**src/rtl/hazard_ctrl.sv**
```systemverilog
// Hazard/stall sequencer for the 5-stage MIPS core: load-use and branch-operand stalls,
// taken-branch flush and halt drain. Define HAZARD_CTRL_STATS_EN to add the StallCycles counter.
module hazard_ctrl #(
    parameter int DRAIN_CYCLES = 3,
    parameter int CNT_W        = 2
) (
    input  logic        clk,
    input  logic        reset,
    input  logic        i_enable,
    input  logic [4:0]  RegRS_IFID,
    input  logic [4:0]  RegRT_IFID,
    input  logic        UsesRT_IFID,
    input  logic        Branch_IFID,
    input  logic        Halt_IFID,
    input  logic        Taken_ID,
    input  logic        MemRead_IDEX,
    input  logic        RegWrite_IDEX,
    input  logic [4:0]  RegDst_IDEX,
    input  logic        MemRead_EXMEM,
    input  logic [4:0]  RegDst_EXMEM,
`ifdef HAZARD_CTRL_STATS_EN
    output logic [31:0] StallCycles,
`endif
    output logic        PCWrite,
    output logic        IFIDWrite,
    output logic        IDEXBubble,
    output logic        IFIDFlush,
    output logic        Halted
);

    typedef enum logic [1:0] {RUN, STALL, DRAIN, HALTED} state_t;

    state_t             state, state_nxt;
    logic [CNT_W-1:0]   cnt, cnt_nxt;
    logic               match_ex, match_mem;
    logic               load_use, br_alu, br_mem, hazard, need2;
    logic               pc_raw, ifid_raw, bub_raw, flush_raw;
    logic               active;

    assign match_ex  = (RegDst_IDEX != 5'd0) &&
                       ((RegDst_IDEX == RegRS_IFID) || (UsesRT_IFID && (RegDst_IDEX == RegRT_IFID)));
    assign match_mem = (RegDst_EXMEM != 5'd0) &&
                       ((RegDst_EXMEM == RegRS_IFID) || (UsesRT_IFID && (RegDst_EXMEM == RegRT_IFID)));

    assign load_use = MemRead_IDEX && match_ex;
    assign br_alu   = Branch_IFID && RegWrite_IDEX && !MemRead_IDEX && match_ex;
    assign br_mem   = Branch_IFID && MemRead_EXMEM && match_mem;
    assign hazard   = load_use || br_alu || br_mem;
    // A branch behind a load needs the value out of MEM, so one extra stall cycle.
    assign need2    = load_use && Branch_IFID;

    always_comb begin
        state_nxt = state;
        cnt_nxt   = cnt;
        pc_raw    = 1'b0;
        ifid_raw  = 1'b0;
        bub_raw   = 1'b0;
        flush_raw = 1'b0;
        case (state)
            RUN: begin
                if (hazard) begin
                    bub_raw = 1'b1;
                    if (need2) begin
                        state_nxt = STALL;
                        cnt_nxt   = CNT_W'(1);
                    end
                end else if (Halt_IFID) begin
                    bub_raw   = 1'b1;
                    state_nxt = DRAIN;
                    cnt_nxt   = CNT_W'(DRAIN_CYCLES - 1);
                end else begin
                    pc_raw    = 1'b1;
                    ifid_raw  = 1'b1;
                    flush_raw = Taken_ID;
                end
            end
            STALL: begin
                bub_raw = 1'b1;
                cnt_nxt = cnt - CNT_W'(1);
                if (cnt == CNT_W'(1)) state_nxt = RUN;
            end
            DRAIN: begin
                bub_raw = 1'b1;
                if (cnt == '0) state_nxt = HALTED;
                else           cnt_nxt   = cnt - CNT_W'(1);
            end
            default: ;
        endcase
    end

    always_ff @(posedge clk) begin
        if (reset) begin
            state <= RUN;
            cnt   <= '0;
        end else if (i_enable) begin
            state <= state_nxt;
            cnt   <= cnt_nxt;
        end
    end

    // Frozen or in reset: the pipeline must see no enables, bubbles or flushes.
    assign active     = i_enable && !reset;
    assign PCWrite    = active && pc_raw;
    assign IFIDWrite  = active && ifid_raw;
    assign IDEXBubble = active && bub_raw;
    assign IFIDFlush  = active && flush_raw;
    assign Halted     = !reset && (state == HALTED);

`ifdef HAZARD_CTRL_STATS_EN
    always_ff @(posedge clk) begin
        if (reset)
            StallCycles <= '0;
        else if (i_enable && bub_raw && (state == RUN || state == STALL) && StallCycles != 32'hFFFF_FFFF)
            StallCycles <= StallCycles + 32'd1;
    end
`endif

endmodule

```
**config.mk**
```make
export PLATFORM = sky130hd
export DESIGN_NAME = hazard_ctrl
export DESIGN_NICKNAME = d
export VERILOG_FILES = /design/src/rtl/hazard_ctrl.sv
export SDC_FILE = /design/constraint.sdc
export NUM_CORES = 1
export LEC_CHECK = 0
export ABC_CLOCK_PERIOD_IN_PS = 1800
export BUFFER_PORTS_ARGS = -buffer_cell sky130_fd_sc_hd__buf_2
export CORE_ASPECT_RATIO = 0.6
export CORE_MARGIN = 2
export CORE_UTILIZATION = 30
export DETAILED_ROUTE_END_ITERATION = 8
export GPL_TIMING_DRIVEN = 0
export SLEW_MARGIN = 0
export SYNTH_ARGS = -nofsm -noshare
export SYNTH_HDL_FRONTEND = slang
export SYNTH_SLANG_ARGS = --single-unit
```
**constraint.sdc**
```tcl
create_clock -name clk -period 1.8 [get_ports clk]
set_input_delay 0.09 -clock clk [delete_from_list [all_inputs] [get_ports clk]]
set_output_delay 0.09 -clock clk [all_outputs]
set_load 0.02 [all_outputs]
```
Word-level counts from Yosys, hierarchy flattened:

Cells that the tools add are included.

* equal/unequal tests: 13
* add/subtract/negate cells: 1
* reductions and logical operators: 30
* multiplexer cells: 17

Operator list (count)
* 5-bit equality test: 4
* 1-bit logical AND: 16
* 2-bit 2-to-1 mux: 6
* 2-bit one-hot mux with 3 select lines: 2
* 5-bit nonzero test: 2
* 1-bit 2-to-1 mux: 8
* 2-bit != test (second input constant): 3
* 3-bit != test (second input constant): 2
* 6-bit AND reduction: 1
* 5-bit AND reduction: 1
* 2-bit by 1-bit equality test with 1-bit output (second input constant): 2
* 2-bit equality test (second input constant): 2
* 2-bit logical NOT: 2
* 1-bit logical OR: 4
* 3-bit nonzero test: 1
* 1-bit logical NOT: 2
* 1-bit one-hot mux with 2 select lines: 1
* 2-bit OR reduction: 1
* 2-bit by 1-bit subtractor with 2-bit output (second input constant): 1

* output and inout bits: 5
* logic and storage cells: 63
* register bits: 4
* bits of input ports: 30

Logic depth before layout (Yosys ltp):

Gate-level depths: netlist (run 1).

* depth in word-level cells: 10
* depth in mapped cells: 6
* depth with buffers taken out: 6

Worst setup path after synthesis (run 1):

OpenSTA, ideal clock, no wires.

* path type: input -> output
* start: in RegDst_IDEX[4]
* end: out IDEXBubble
* path slack: -0.453 ns
* arrival time: 2.163 ns
* path buffers: 0
* cell stages on the path: 6
* data required time: 1.710 ns
* path through: xor2_1 -> nor4_1 -> a32oi_1 -> o22ai_1 -> o21ai_0 -> a2111oi_0

* word-level cells in the longest chain between the ends: 10
* elaborated cells between the ends (all ways): 13
* classes of those cells: eq/ne: 2; mux: 2; reduce/logical: 9

Ends and longest elaborated chain
* start: declaration: RTL line 18 `input logic [4:0] RegDst_IDEX,`
* 5-bit equality test: RTL line 41 `((RegDst_IDEX == RegRS_IFID) || (UsesRT_IFID && (RegDst_IDEX == RegRT_IFID)));`
* 1-bit logical AND: RTL line 41
* 1-bit logical OR: RTL line 41
* 1-bit logical AND (*): RTL line 40 `assign match_ex = (RegDst_IDEX != 5'd0) &&`
* 1-bit logical AND, on equally long branches: RTL line 45, 46
* 1-bit logical OR (*) (2 in series): RTL line 48 `assign hazard = load_use || br_alu || br_mem;`
* 1-bit 2-to-1 mux (*): RTL line 61 `if (hazard) begin`
* 1-bit one-hot mux with 2 select lines (*): RTL line 59 `case (state)`
* 1-bit logical AND (*): RTL line 105 `assign IDEXBubble = active && bub_raw;`
* end: declaration: RTL line 26 `output logic IDEXBubble,`

Mark *: on every way between the ends. The rest lies on a longest branch, timed or not.

Worst setup path after layout (run 1):

* start: in RegRT_IFID[1]
* end: reg cnt[0]

* word-level cells in the longest chain between the ends: 9
* elaborated cells between the ends (all ways): 19
* classes of those cells: eq/ne: 4; mux: 2; reduce/logical: 13

Ends and longest elaborated chain
* start: declaration: RTL line 11 `input logic [4:0] RegRT_IFID,`
* 5-bit equality test: RTL line 41
* 1-bit logical AND: RTL line 41
* 1-bit logical OR: RTL line 41
* 1-bit logical AND: RTL line 40
* 1-bit logical AND, on equally long branches: RTL line 45, 46
* 1-bit logical OR (2 in series): RTL line 48
* 3-bit != test (no source line) or 2-bit 2-to-1 mux (tied branches)
* 5-bit AND reduction (no source line) or 2-bit one-hot mux with 3 select lines (tied branches)
* end signal: assignment: RTL line 97 `cnt <= cnt_nxt;`
* end: declaration: RTL line 34 `logic [CNT_W-1:0] cnt, cnt_nxt;`

Parallel ways exist; a longest one is shown, timed or not.
A chain may end at the register's enable or synchronous reset.

==> results of run 1 <==
==> flip-flops by register name, indices dropped and copies added, names as in the netlist <==
register,flops
cnt,2
state,2
==> worst max-delay path, cell delays in order <==
cell and delay [ns]:
buf_6 0.10, xor2_1 0.16, nor4_2 0.30, a32oi_2 0.17
buf_4 0.19, o31a_1 0.36, a211o_1 0.32, a221oi_2 0.28
==> power by group through the flow <==
stage               registers (W)  clock network [W]  logic, W
floorplan                0.000109                  0  0.000185
global placement         0.000112                  0  0.000277
detailed placement       0.000112                  0  0.000282
CTS                      0.000111           0.000193  0.000304
global route             0.000112           0.000205  0.000401
finish                   0.000111           0.000192  0.000372
==> timing repair <==
action                                  in CTS  in global routing
gates resized for setup                     12                 16
pin swaps                                   13                  7
buffers inserted                             3                  4
endpoints found under the setup margin       4                  6
==> cell usage after synthesis (3+ instances only) <==
library cell  number
nor4_1             3
a21oi_1            3
inv_1              8
dfxtp_1            4
nor2_1             6
nand2_1            4
xor2_1            18
ha_1               6
a2111oi_0          3
==> metrics by stage <==
stage	util, %	power (W)	cell area, um2	setup TNS, ns
after floorplan	-	0.0002942	704.4	-0.02798
after global placement	42.48	0.0003885	912.1	-1.171
after detailed placement	42.48	0.0003942	912.1	-1.293
after CTS	47.79	0.0006079	1026	0
after global routing	52.62	0.0007176	1130	-0.4166
final	52.62	0.0006754	1130	-0.08304
==> kinds of logic (layout without fill, tap and decap cells) <==
family,after synthesis,after routing
DFF,4,4
muxes,1,1
adders and majority gates,6,6
buffers and inverters,9,53
AOI/OAI and AO/OA,22,22
xor gates and xnor gates,20,20
and+or+nand+nor,21,21
==> layer usage <==
layer	global-route usage (%)	part of all wire, %	vias up
met2	32.47	47	41
met1	23.19	46	393
met4	0	0	0
met3	3.846	6.8	0
li1	-	-	397
met5	0	0	-
==> path summary, 6_finish.rpt <==
path                       from  endpoint  slack, ns  cells past startpoint
setup / recovery  RegRT_IFID[1]    cnt[0]      -0.06                      8
hold / removal            reset    cnt[0]       0.22                      2
setup reg to reg       state[1]    cnt[0]       0.03                      6
hold reg to reg        state[0]  state[0]       0.51                      2
==> area by class of cell <==
| class | count | area (um2) |
|---|---|---|
| Timing Repair Buffer | 41 | 272.8 |
| Inverter | 8 | 30.03 |
| Multi-Input combinational cell | 70 | 660.6 |
| Tap cell | 30 | 37.54 |
| Clock buffer | 3 | 41.29 |
| Sequential cell | 4 | 80.08 |
| Buffer | 1 | 7.507 |
| Fill cell | 204 | 1017 |
==> results.toml, run 1 <==
[sta]
slew_violations = 0
finalSetupViolCount = 2
fin_crit_ns = 1.855
worst_pin_slew_ns = 0.3650
finalHoldViolations = 0
max_slew_margin_pct = 75.67
fmax_ghz = 0.5390
finalWorstSetupSlack_ns = -0.05537
skew_ns = 0.003840
period_share_pct = 103.1
rsz0062_at_grt = "yes"
hold_ws_ns = 0.2239

[power]
ir_drop_mv = 0.1854
p_sw_w = 0.0002675
power_density_nw_per_um2 = 597.8
pwr-share-seq_pct = 16.5
clkPwrFrac_pct = 28.4
p_int_w = 0.0004080
p_leak_nw = 0.4892
swShare_pct = 39.60
comb_power_share_pct = 55.1

[clock_tree]
cts_sinks = 4
postCtsHoldBufs = 0
cts_tree = "built"
clock_latency_ns = 0.22
cts_buffer_depth = 2
clockRootBuffer = "clkbuf_8"
cts_buffers = 3
htree_num_levels = 1
clk_pin_slew_ns = 0.03

[run_status]
violations = "negative setup slack"
outcome = "finished with violations"

[logic_synthesis]
syn_nets = 119
synth.avg_cell_area_um2 = 8.080
synth_compound_area_share_pct = 27.80
synth_cell_types = 30
synthArstFlopShare_pct = 0
synthXorXnorAreaFrac_pct = 26.12
synth_top_area_cell = "xor2_1"
synth_edf_count = 0
synthesis.area_um2 = 670.6
synthCells = 83
synth_mux_area_share_pct = 1.493
yosysSeqAreaShare_pct = 11.94
synth-simple-area-share_pct = 15.86
synthTopCellsByArea = "xor2_1 24%, dfxtp_1 12%, ha_1 11%"
synth_ff_type = "dfxtp_1"
synth_top_area_share_pct = 23.51
synthAdderAreaFrac_pct = 11.19
yosysWarnings = 0
ys_ff_latch = 4
synth_top_family_by_area = "compound AO/OA/AOI/OAI gates"

[global_routing]
grt-ovfl-total = 0
grt_pass1_vias = 763
grt_pass1_wl_um = 3477
grt_usage_pct = 17.61
grt_max_degree = 9
antenna_found_initial = 0

[die]
die_x_um = 65.04
start_util_pct = 31.24
rows = 13
die_h_um = 40.63
core_um2 = 2147
die_area_um2 = 2642
ios = 35

[placement]
portBuffers = 34
place_congestion = 0.8299
placed_cells = 147
hpwl_um = 1691
pre_cts_slack_ns = -0.3902

[worst_setup_path]
worstPathArrival_ns = 1.98
crit_type = "input pin to register"
end_kind = "register"
required_ns = 1.92
start_kind = "input pin"
path_max_fanout = 6

[routing]
drt-wirelength-per-cell_um = 15.64
vias = 831
drtIter0Drc = 29
drc = 0
drt_pass1_iterations = 4
routed_wl_um = 2456
vias_per_cell = 5.293
postRouteAntennaNets = 0

[layout]
syn_to_final_growth_pct = 68.47
fin_cells = 157
nNetsFinal = 165
antenna_cells = 0
drive_gt1_share_pct = 48.03
layout.cells.most_common_list = "26 x buf_2, 17 x xor2_1, 9 x buf_4"
layout_commonest_cell = "buf_2"

[run]
drv_cap = 0

[min_path]
hold_class = "input pin to register"
Note: power is estimated with default switching activity, not from simulation.
==> inputs of run 2 (changes only) <==
ABC_AREA = 1   (was unset)
ABC_CLOCK_PERIOD_IN_PS = 2200   (was 1800)
clock period = 2.2 ns   (was 1.8 ns; I/O delays follow)
==> run 2 against run 1 <==
- the flow now finishes without violations
- wire length down 7.3%
- flip-flop and latch count unchanged
- sequential share of layout area up 0.14 points
- utilization down 10 points
- synthesized cell count up 110%
==> results.toml, run 2 <==
[run_status]
outcome = "complete, no violations"

[placement]
pre_cts_slack_ns = 0.6578
place_congestion = 0.9023
portBuffers = 34
hpwl_um = 1981

[sta]
finalWorstSetupSlack_ns = 0.6200
worst_pin_slew_ns = 0.2905
finalHoldViolations = 0
slew_violations = 0
rsz0062_at_grt = "no"
max_slew_margin_pct = 80.63
fin_crit_ns = 1.580
finalSetupViolCount = 0
fmax_ghz = 0.6329
period_share_pct = 71.82
tns_ns = 0
skew_ns = 0.002136

[layout]
drive_gt1_share_pct = 26.92
layout.cells.most_common_list = "70 x nand2_1, 34 x buf_2, 29 x inv_1"
syn_to_final_growth_pct = 29.34
reg.largest.list = "cnt: 2 flops, state: 2 flops"
antenna_cells = 0
nNetsFinal = 246
layout_commonest_cell = "nand2_1"

[logic_synthesis]
synth_cell_types = 22
synthCells = 171
synth_edf_count = 0
synth.avg_cell_area_um2 = 5.012
synthTopCellsByArea = "nand2_1 31%, inv_1 13%, nor2_1 11%"
synth_top_area_share_pct = 30.66
yosysWarnings = 0
synthArstFlopShare_pct = 0
ys_ff_latch = 4
synth_ff_type = "dfxtp_1"
syn_nets = 207
yosysSeqAreaShare_pct = 9.343
yosysMostFrequentCell = "nand2_1"
synth_top_area_cell = "nand2_1"
synthTopCellsByCount = "70 x nand2_1, 29 x inv_1, 26 x nor2_1"
synthesis.area_um2 = 857.1

[global_routing]
antenna_found_initial = 0
grt_usage_pct = 16.54
grt-ovfl-total = 0
grt_pass1_wl_um = 3946
grt_max_degree = 6
grt_pass1_vias = 887

[die]
start_util_pct = 32.84
die_x_um = 73.01
core_um2 = 2610
rows = 14
die_h_um = 45.40
ios = 35
die_area_um2 = 3314

[routing]
drt-wirelength-per-cell_um = 9.488
vias = 1010
vias_per_cell = 4.208
drc = 0
drtIter0Drc = 52
drt_pass1_iterations = 4
routed_wl_um = 2277
postRouteAntennaNets = 0

[worst_setup_path]
path_delay_family = "flip-flops"
r2r_setup_slack_ns = 0.66
reg2reg_to = "state[1]"
worstPathArrival_ns = 1.47
path_cells = "inv_1, ha_1, a21oi_1, nor3_1, buf_2"
regToRegStartpoint = "state[0]"
slowest_delay_ns = 0.38
end_kind = "primary output"
cp_slowest_cell = "dfxtp_1"
reg2regPathDepth = 8
crit_type = "register to primary output"
start_kind = "register"
path_max_fanout = 4
crit_buf_inv = 2
required_ns = 2.09

[clock_tree]
cts_tree = "built"
cts_resized = 0
clock_latency_ns = 0.22
clockRootBuffer = "clkbuf_8"
htree_num_levels = 1
post_cts_buffers = 0
cts_buffer_depth = 2
postCtsHoldBufs = 0
cts_sinks = 4
cts_buffers = 3
clk_pin_slew_ns = 0.03

[power]
p_leak_nw = 0.7319
ir_drop_mv = 0.3657
power_density_nw_per_um2 = 530.6

[min_path]
hold_class = "input pin to register"
min_to = "cnt[1]"
min-delay-start = "reset"
whs_path_depth = 4

[run]
drv_cap = 0
## run 2: cell count changes after synthesis, sizes merged, moves of 8 or more
cell   previous run  this run
xor2             18         0
nor2              6        29
inv               8        35
nand2             4        76
nand3             0         8
## run 2: report_power, final
group / internal, W / switching (W) / leakage [nW]
registers: 0.0000890 / 0.0000146 / 0.0330
logic: 0.000131 / 0.000196 / 0.677
clock network: 0.000117 / 0.0000411 / 0.0216
total: 0.000337 / 0.000251 / 0.732
## run 2: per-stage QoR
stage	total power [W]	hold WS (ns)	area [um2]	cells	utilization, %
finish	0.0005882	0.2088	1109	240	42.47
global route	0.0006525	0.2408	1109	240	42.47
CTS	0.0005947	0.2059	1109	240	42.47
detailed placement	0.0004299	0.4435	1067	237	40.89
global placement	0.0004313	0.4400	1067	237	40.89
floorplan	0.0003395	0.2998	857.1	171	-
## run 2: worst register-to-register path, stage by stage, from the launching register on
cell and delay [ns]:
dfxtp_1 0.38, inv_1 0.08, ha_1 0.25, a221oi_1 0.35
nand2_2 0.11, nor2_4 0.13, nand2_1 0.06, nand2_1 0.05
nor2_1 0.03
## run 2: how the worst max path moves through the flow
stage,start,endpoint,depth (start not counted)
2_1_floorplan,state[0],PCWrite,5
3_3_place_gp,state[0],state[1],8
3_5_place_dp,state[0],state[1],8
4_1_cts,state[0],PCWrite,6
5_1_grt,RegDst_IDEX[4],IDEXBubble,14
6_report,state[0],IDEXBubble,5
## run 2: cell type report
class / instances / area (um2)
fillers: 316 / 1501
clock buffers: 3 / 41.29
flip-flops and latches: 4 / 80.08
inverters: 35 / 131.4
repair buffers: 34 / 170.2
plain buffers: 1 / 7.507
well taps: 32 / 40.04
multi-input cells: 131 / 638.1
## run 2: metal layers
metal / track usage, % / part of all wire (%)
met1: 25.80 / 62
met2: 20.18 / 30
met3: 4.867 / 5.7
met4: 6.667 / 1.9
met5: 0 / 0
## run 2: kinds of logic after synthesis
family | after synthesis | synth area share [%]
simple gates | 119 | 60.58
buf+inv | 36 | 16.20
fa+ha+maj | 6 | 8.759
compound gates | 4 | 3.066
flops | 4 | 9.343
xor+xnor | 2 | 2.044
==> inputs of run 3 (changes only) <==
ABC_CLOCK_PERIOD_IN_PS = 1500   (was 2200)
clock period = 1.5 ns   (was 2.2 ns; I/O delays follow)
==> run 3 against run 2 <==
- combinational power grew 69%
- power grew 61%
- via count grew 4.2%
- largest cell class unchanged
==> results.toml, run 3 (synthesis gave the netlist of run 2 again) <==
[run_status]
outcome = "complete, no violations"

[global_routing]
grt_pass1_vias = 906
antenna_found_initial = 0
grt-ovfl-total = 0
grt_pass1_wl_um = 4029
grt_usage_pct = 16.83
grt_max_degree = 6

[sta]
max_slew_margin_pct = 85.73
fmax_ghz = 0.6942
period_share_pct = 96.03
tns_ns = 0
fin_crit_ns = 1.440
finalWorstSetupSlack_ns = 0.05954
skew_ns = 0.001264
finalHoldViolations = 0
worst_pin_slew_ns = 0.2141
finalSetupViolCount = 0
slew_violations = 0
rsz0062_at_grt = "yes"

[layout]
reg.largest.list = "cnt: 2 flops, state: 2 flops"
fillers = 307
layout_commonest_cell = "nand2_1"
nNetsFinal = 246
drive_gt1_share_pct = 34.13
antenna_cells = 0
syn_to_final_growth_pct = 38.83
layout.cells.most_common_list = "68 x nand2_1, 33 x buf_2, 27 x inv_1"

[die]
die_x_um = 73.01
start_util_pct = 32.84
rows = 14
die_h_um = 45.40
die_area_um2 = 3314
ios = 35
core_um2 = 2610

[routing]
routed_wl_um = 2364
drc = 0
postRouteAntennaNets = 0
drt-wirelength-per-cell_um = 9.850
vias_per_cell = 4.383
vias = 1052
drtIter0Drc = 73
drt_pass1_iterations = 4

[worst_setup_path]
start_kind = "register"
end_kind = "primary output"
worstPathArrival_ns = 1.37
path_max_fanout = 4
crit_type = "register to primary output"
required_ns = 1.42

[placement]
hpwl_um = 1981
pre_cts_slack_ns = -0.04221
portBuffers = 34
place_congestion = 0.9023

[clock_tree]
clk_pin_slew_ns = 0.03
post_cts_buffers = 0
cts_buffer_depth = 2
cts_tree = "built"
cts_sinks = 4
clock_latency_ns = 0.22
clockRootBuffer = "clkbuf_8"
cts_buffers = 3
postCtsHoldBufs = 0
htree_num_levels = 1

[min_path]
hold_class = "input pin to register"

[run]
drv_cap = 0

[power]
ir_drop_mv = 0.5569
power_density_nw_per_um2 = 794.3
p_leak_nw = 0.7405
==> run 3: cell counts in the layout (fill, tap and decap cells not counted) <==
No cell type changed its count.
==> run 3: timing repair <==
action,4_1_cts,5_1_grt
pin swaps,0,5
endpoints found under the setup margin,5,4
gates resized for setup,5,16
==> run 3: power by group <==
group / switching [W] / total [W] / internal, W
Combinational: 0.000316 / 0.000551 / 0.000235
Clock: 0.0000611 / 0.000233 / 0.000171
Sequential: 0.0000259 / 0.000162 / 0.000136
Total: 0.000403 / 0.000945 / 0.000543
==> run 3: through the flow <==
step	power, W	utilization [%]	cells	instance area [um2]	hold slack [ns]
finish	0.0009452	45.59	240	1190	0.1663
global route	0.001045	45.59	240	1190	0.1970
CTS	0.0009194	43.67	240	1140	0.1635
detailed placement	0.0006305	40.89	237	1067	0.4085
global placement	0.0006325	40.89	237	1067	0.4050
floorplan	0.0004979	-	171	857.1	0.2298
==> run 3: worst max-delay path, stage by stage (launching register included) <==
cell and delay [ns]:
dfxtp_4 0.35, inv_1 0.11, ha_4 0.17, nand4_4 0.13, nor3b_1 0.20, buf_2 0.19
==> run 3: final cells by class <==
| cell class | instances | area, um2 | area share [%] |
|---|---|---|---|
| plain buffers | 1 | 7.507 | 0.6309 |
| repair buffers | 34 | 172.7 | 14.51 |
| flip-flops and latches | 4 | 86.33 | 7.256 |
| well taps | 32 | 40.04 | 3.365 |
| inverters | 35 | 131.4 | 11.04 |
| multi-input cells | 131 | 710.7 | 59.73 |
| clock buffers | 3 | 41.29 | 3.470 |
==> run 3: final timing paths <==
path	depth (start not counted)	endpoint	start	slack, ns
max	5	IFIDFlush	state[1]	0.06
max reg2reg	9	state[1]	cnt[0]	0.12
min	4	state[0]	reset	0.17
min reg2reg	2	cnt[1]	cnt[1]	0.50
==> run 3: per-layer routing <==
metal | global-route usage, % | wire length, um
met1 | 26.33 | 1377
met3 | 4.867 | 177
met5 | 0 | 0
met4 | 6.667 | 44
met2 | 20.54 | 765
